File: config.mk
export PLATFORM = sky130hd
export DESIGN_NAME = ref_broadcast_ctrl
export DESIGN_NICKNAME = d
export VERILOG_FILES = /design/src/rtl/ref_broadcast_ctrl.sv
export SDC_FILE = /design/constraint.sdc
export NUM_CORES = 1
export LEC_CHECK = 0
export CAP_MARGIN = 25
export CORE_ASPECT_RATIO = 0.6
export CORE_MARGIN = 1.5
export CORE_UTILIZATION = 55
export CTS_CLUSTER_SIZE = 24
export DETAILED_ROUTE_END_ITERATION = 12
export GPL_TIMING_DRIVEN = 1
export MAX_ROUTING_LAYER = met4
export PLACE_DENSITY = 0.81
export SETUP_SLACK_MARGIN = 0.1
export SYNTH_ARGS = -nofsm -noshare
export SYNTH_HDL_FRONTEND = slang
export SYNTH_SLANG_ARGS = --single-unit
File: constraint.sdc
create_clock -name clk -period 3.9 [get_ports clk]
set_clock_uncertainty 0.05 [all_clocks]
set_input_delay 0.78 -clock clk [delete_from_list [all_inputs] [get_ports clk]]
set_output_delay 0.78 -clock clk [all_outputs]
set_load 0.1 [all_outputs]
File: src/rtl/ref_broadcast_ctrl.sv
// Reference-particle broadcast sequencer for one home cell: latches the cell's
// particle count, issues IDs 1..count on a ready handshake, drains, then pulses done.
module ref_broadcast_ctrl #(
  parameter int unsigned PARTICLE_ID_WIDTH = 7,
  parameter int unsigned DRAIN_CYCLES      = 3,
  parameter int unsigned CNT_TIMEOUT       = 15
) (
  input  logic                         clk,
  input  logic                         rst_n,
  input  logic                         start,
  input  logic [PARTICLE_ID_WIDTH-1:0] particle_count,
  input  logic                         count_valid,
  input  logic                         filter_ready,
  output logic [PARTICLE_ID_WIDTH-1:0] ref_id,
  output logic                         ref_valid,
  output logic                         broadcast_done,
  output logic                         busy
);

  localparam int unsigned ID_W    = PARTICLE_ID_WIDTH;
  localparam int unsigned DRAIN_W = $clog2(DRAIN_CYCLES + 1);
  localparam int unsigned TO_W    = (CNT_TIMEOUT > 1) ? $clog2(CNT_TIMEOUT + 1) : 1;

  typedef enum logic [1:0] {
    IDLE     = 2'd0,
    WAIT_CNT = 2'd1,
    BCAST    = 2'd2,
    DRAIN    = 2'd3
  } state_e;

  state_e              state_q, state_d;
  logic [ID_W-1:0]     ref_id_q, ref_id_d;
  logic                ref_valid_q, ref_valid_d;
  logic                done_q, done_d;
  logic                busy_q, busy_d;
  logic [ID_W-1:0]     count_q, count_d;
  logic [DRAIN_W-1:0]  drain_q, drain_d;
  logic [TO_W-1:0]     tmo_q, tmo_d;

  logic handshake;
  logic last_ref;
  logic tmo_hit;

  assign handshake = ref_valid_q & filter_ready;
  // Equality stop keeps a full-scale count (all ones) from ever wrapping ref_id.
  assign last_ref  = (ref_id_q == count_q);
  assign tmo_hit   = (CNT_TIMEOUT != 0) && (tmo_q == TO_W'(CNT_TIMEOUT - 1));

  // State register
  always_ff @(posedge clk or negedge rst_n) begin
    if (!rst_n) begin
      state_q <= IDLE;
    end else begin
      state_q <= state_d;
    end
  end

  // Next-state logic
  always_comb begin
    state_d = state_q;
    case (state_q)
      IDLE: begin
        if (start) state_d = WAIT_CNT;
      end
      WAIT_CNT: begin
        if (count_valid) begin
          state_d = (particle_count != '0) ? BCAST : DRAIN;
        end else if (tmo_hit) begin
          state_d = DRAIN;
        end
      end
      BCAST: begin
        if (handshake && last_ref) state_d = DRAIN;
      end
      DRAIN: begin
        if (drain_q == '0) state_d = IDLE;
      end
      default: state_d = IDLE;
    endcase
  end

  // Output and datapath next values
  always_comb begin
    ref_id_d    = ref_id_q;
    ref_valid_d = ref_valid_q;
    done_d      = 1'b0;
    busy_d      = (state_d != IDLE);
    count_d     = count_q;
    drain_d     = drain_q;
    tmo_d       = tmo_q;
    case (state_q)
      IDLE: begin
        if (start) begin
          tmo_d    = '0;
          count_d  = '0;
          ref_id_d = '0;
        end
      end
      WAIT_CNT: begin
        if (count_valid) begin
          count_d = particle_count;
          if (particle_count != '0) begin
            ref_id_d    = ID_W'(1);
            ref_valid_d = 1'b1;
          end else begin
            drain_d = DRAIN_W'(DRAIN_CYCLES);
          end
        end else if (tmo_hit) begin
          count_d = '0;
          drain_d = DRAIN_W'(DRAIN_CYCLES);
        end else begin
          tmo_d = tmo_q + TO_W'(1);
        end
      end
      BCAST: begin
        if (handshake) begin
          if (last_ref) begin
            ref_valid_d = 1'b0;
            drain_d     = DRAIN_W'(DRAIN_CYCLES);
          end else begin
            ref_id_d = ref_id_q + ID_W'(1);
          end
        end
      end
      DRAIN: begin
        // Done fires on the cycle the counter lands on zero; IDLE follows one cycle later.
        if (drain_q != '0) begin
          drain_d = drain_q - DRAIN_W'(1);
          done_d  = (drain_q == DRAIN_W'(1));
        end
      end
      default: begin
        ref_valid_d = 1'b0;
      end
    endcase
  end

  // Registered outputs and datapath
  always_ff @(posedge clk or negedge rst_n) begin
    if (!rst_n) begin
      ref_id_q    <= '0;
      ref_valid_q <= 1'b0;
      done_q      <= 1'b0;
      busy_q      <= 1'b0;
      count_q     <= '0;
      drain_q     <= '0;
      tmo_q       <= '0;
    end else begin
      ref_id_q    <= ref_id_d;
      ref_valid_q <= ref_valid_d;
      done_q      <= done_d;
      busy_q      <= busy_d;
      count_q     <= count_d;
      drain_q     <= drain_d;
      tmo_q       <= tmo_d;
    end
  end

  assign ref_id         = ref_id_q;
  assign ref_valid      = ref_valid_q;
  assign broadcast_done = done_q;
  assign busy           = busy_q;

endmodule

==> impl_metrics.yaml <==
global_route:
  track_usage_pct: 25.40
  grt_pass1_wl_microns: 5720
  grt_antenna_before_repair: 0
  grt_pass1_vias: 1214
  grt_max_degree: 16
  grt.overflow.total: 0
cts:
  cts_sinks: 25
  cts_tree: "done"
  cts-root-buf: "clkbuf_8"
  cts.clk_slew.worst_paths_ns: 0.08
  numCtsBuffers: 3
  insertion_delay_ns: 0.27
  h-tree-depth: 1
  cts_resized: 0
  cts_setup_buffers: 0
  clock_path_buffers: 2
  ctsHoldBuffers: 0
hold_path:
  hold_path_class: "reg -> reg"
  min_to: "count_q[6]"
  hold_depth: 2
  worstHoldStart: "count_q[6]"
sta:
  clock.fmax_mhz: 354.7
  period_needed_ns: 2.819
  grt_setup_unrepaired: "no"
  holdWs_ns: 0.4526
  period_share_pct: 72.29
  maxSlewHeadroom_pct: 35.04
  finalHoldViolCount: 0
  tightest_slew_ns: 0.9713
  report.final.setup_viol: 0
  setup-tns-final_ns: 0
  slew_viol_final: 0
placed_design:
  place_area_sq_um: 1735
  routabilityCongestion: 0.8503
  dp_hpwl_microns: 2551
  portBuffers: 21
pwr:
  ir_worst_vdd_mv: 0.1787
  p_sw_share_pct: 21.18
  p_leak_nw: 0.7703
  power.density_nw_per_um2: 246.1
  clkPwrFrac_pct: 35.1
  p_sw_uw: 92.79
  power_frac_comb_pct: 5.8
  seq_power_share_pct: 59.1
  power.total_uw: 438.1
  p_int_uw: 345.4
worst_setup_path:
  worstSetupPathType: "reg -> out"
  critPathMaxStageDelay_ns: 1.19
  critPathLaunchType: "flip-flop"
  critPathCaptureType: "primary output"
  cp_top_family: "buffers and inverters"
  cp_slowest_cell: "clkdlybuf4s50_1"
  r2r.worst_path.cells: 7
  arrival_ns: 1.99
  required_ns: 3.07
  cp_cell_sequence: "clkdlybuf4s50_1"
  cp_max_fo: 9
  reg2reg_from: "state_q[1]"
  rr_endpoint: "ref_id[2]"
  critPathBufInv: 1
  startpoint: "ref_id[2]"
  r2r_setup_slack_ns: 1.22
yosys:
  yosysSeqAreaShare_pct: 42.09
  ys_top_cells_by_area: "dfrtp_1 (42%), ha_1 (8.4%), nand2_1 (6.6%)"
  yosysWarnings: 0
  synth_async_sr_flop_share_pct: 100.0
  synth_nets: 183
  synth_edf_count: 0
  synth_common_cells: "nand2_1 (26), dfrtp_1 (25), nand3_1 (15)"
  netlist_area_sq_um: 1486
  yosysMostFrequentCell: "nand2_1"
  yosysTopAreaCell: "dfrtp_1"
  synthFlopType: "dfrtp_1"
  syn_area_per_cell_sq_um: 9.232
  synth_cells: 161
  netlist.area_leader.share_pct: 42.09
  synth_seq_cells: 25
  synth_cell_types: 39
final_layout:
  final_area_sq_um: 1780
  final_nets: 206
  n_antenna_cell: 0
  area_growth_syn_to_layout_pct: 19.78
  fin_util_pct: 70.10
  drive_gt1_share_pct: 5.464
detailed_routing:
  routedWlPerCell_microns: 15.36
  drtIter0Drc: 81
  via_count: 1292
  drc: 0
  viasPerCell: 6.009
  drt_wl_total_microns: 3303
  drt-pass1-iter-count: 4
  final_antenna_net_count: 0
outcome:
  outcome: "completed"
floorplanning:
  die_height_microns: 43.27
  die_width_microns: 70.12
  core_area_sq_um: 2540
  die-area_sq_um: 3034
  io_pins: 22
  row_count: 14
  start_util_pct: 58.52
flow_run:
  drv_cap: 0
## cell usage in the layout, fill, tap and decap left out, drive strengths merged, types with 3 or more instances in the layout
cell / netlist / final
o21ai: 17 / 17
clkbuf: 3 / 4
nand3: 15 / 15
o31ai: 4 / 4
inv: 7 / 7
clkdlybuf4s50: 0 / 21
a21oi: 4 / 4
nand2b: 3 / 3
a22o: 4 / 4
a31oi: 5 / 5
dfrtp: 25 / 25
xnor2: 7 / 7
nor2b: 4 / 4
nand2: 26 / 26
ha: 10 / 10
## metal layers
layer  part of all wire, %  GRT usage (%)  up-vias
li1                      -              -      622
met1                    50          34.73      626
met2                    44          36.57       42
met3                   5.7          6.413        2
met4                  0.51          9.615        0
met5                     0              -        -
## power groups by stage
stage	registers [mW]	logic, mW	clock network [mW]
after global routing	0.259	0.0276	0.171
after global placement	0.264	0.0229	0
after detailed placement	0.264	0.0254	0
after floorplan	0.264	0.00413	0
after CTS	0.259	0.0256	0.159
final	0.259	0.0253	0.154
## sequential cells by signal, summed over array words and instances, names as in the netlist
name and count:
ref_id 7, drain_q 2, ref_valid 1, broadcast_done 1
busy 1, tmo_q 4, state_q 2, count_q 7
## worst max-delay path by stage
stage / end / slack (ns) / depth (start not counted)
final: ref_id[2] / 1.08 / 1
after global routing: ref_id[2] / 1.03 / 1
after CTS: ref_id[2] / 1.07 / 1
after detailed placement: drain_q[0] / 0.96 / 6
after global placement: drain_q[0] / 1.00 / 6
after floorplan: drain_q[0] / 1.45 / 6
## through the flow
stage / setup WS [ns] / instances
2_1_floorplan: 1.448 / 161
3_3_place_gp: 1.001 / 210
3_5_place_dp: 0.9557 / 211
4_1_cts: 1.072 / 215
5_1_grt: 1.026 / 215
6_report: 1.081 / 215
## cell families after synthesis
family | after synthesis | share of synthesized area [%]
AOI/OAI and AO/OA | 45 | 20.62
xor gates and xnor gates | 7 | 4.125
adders and majority gates | 10 | 8.418
buffers and inverters | 11 | 2.862
DFF | 25 | 42.09
muxes | 1 | 1.010
and+or+nand+nor | 62 | 20.87
## cell type report
class	count	area, sq um
Multi-Input combinational cell	125	818.3
Tap cell	32	40.04
Sequential cell	25	625.6
Inverter	7	26.28
Fill cell	191	759.5
Clock buffer	4	45.04
Timing Repair Buffer	22	225.2
Note: power is estimated with default switching activity, not from simulation.
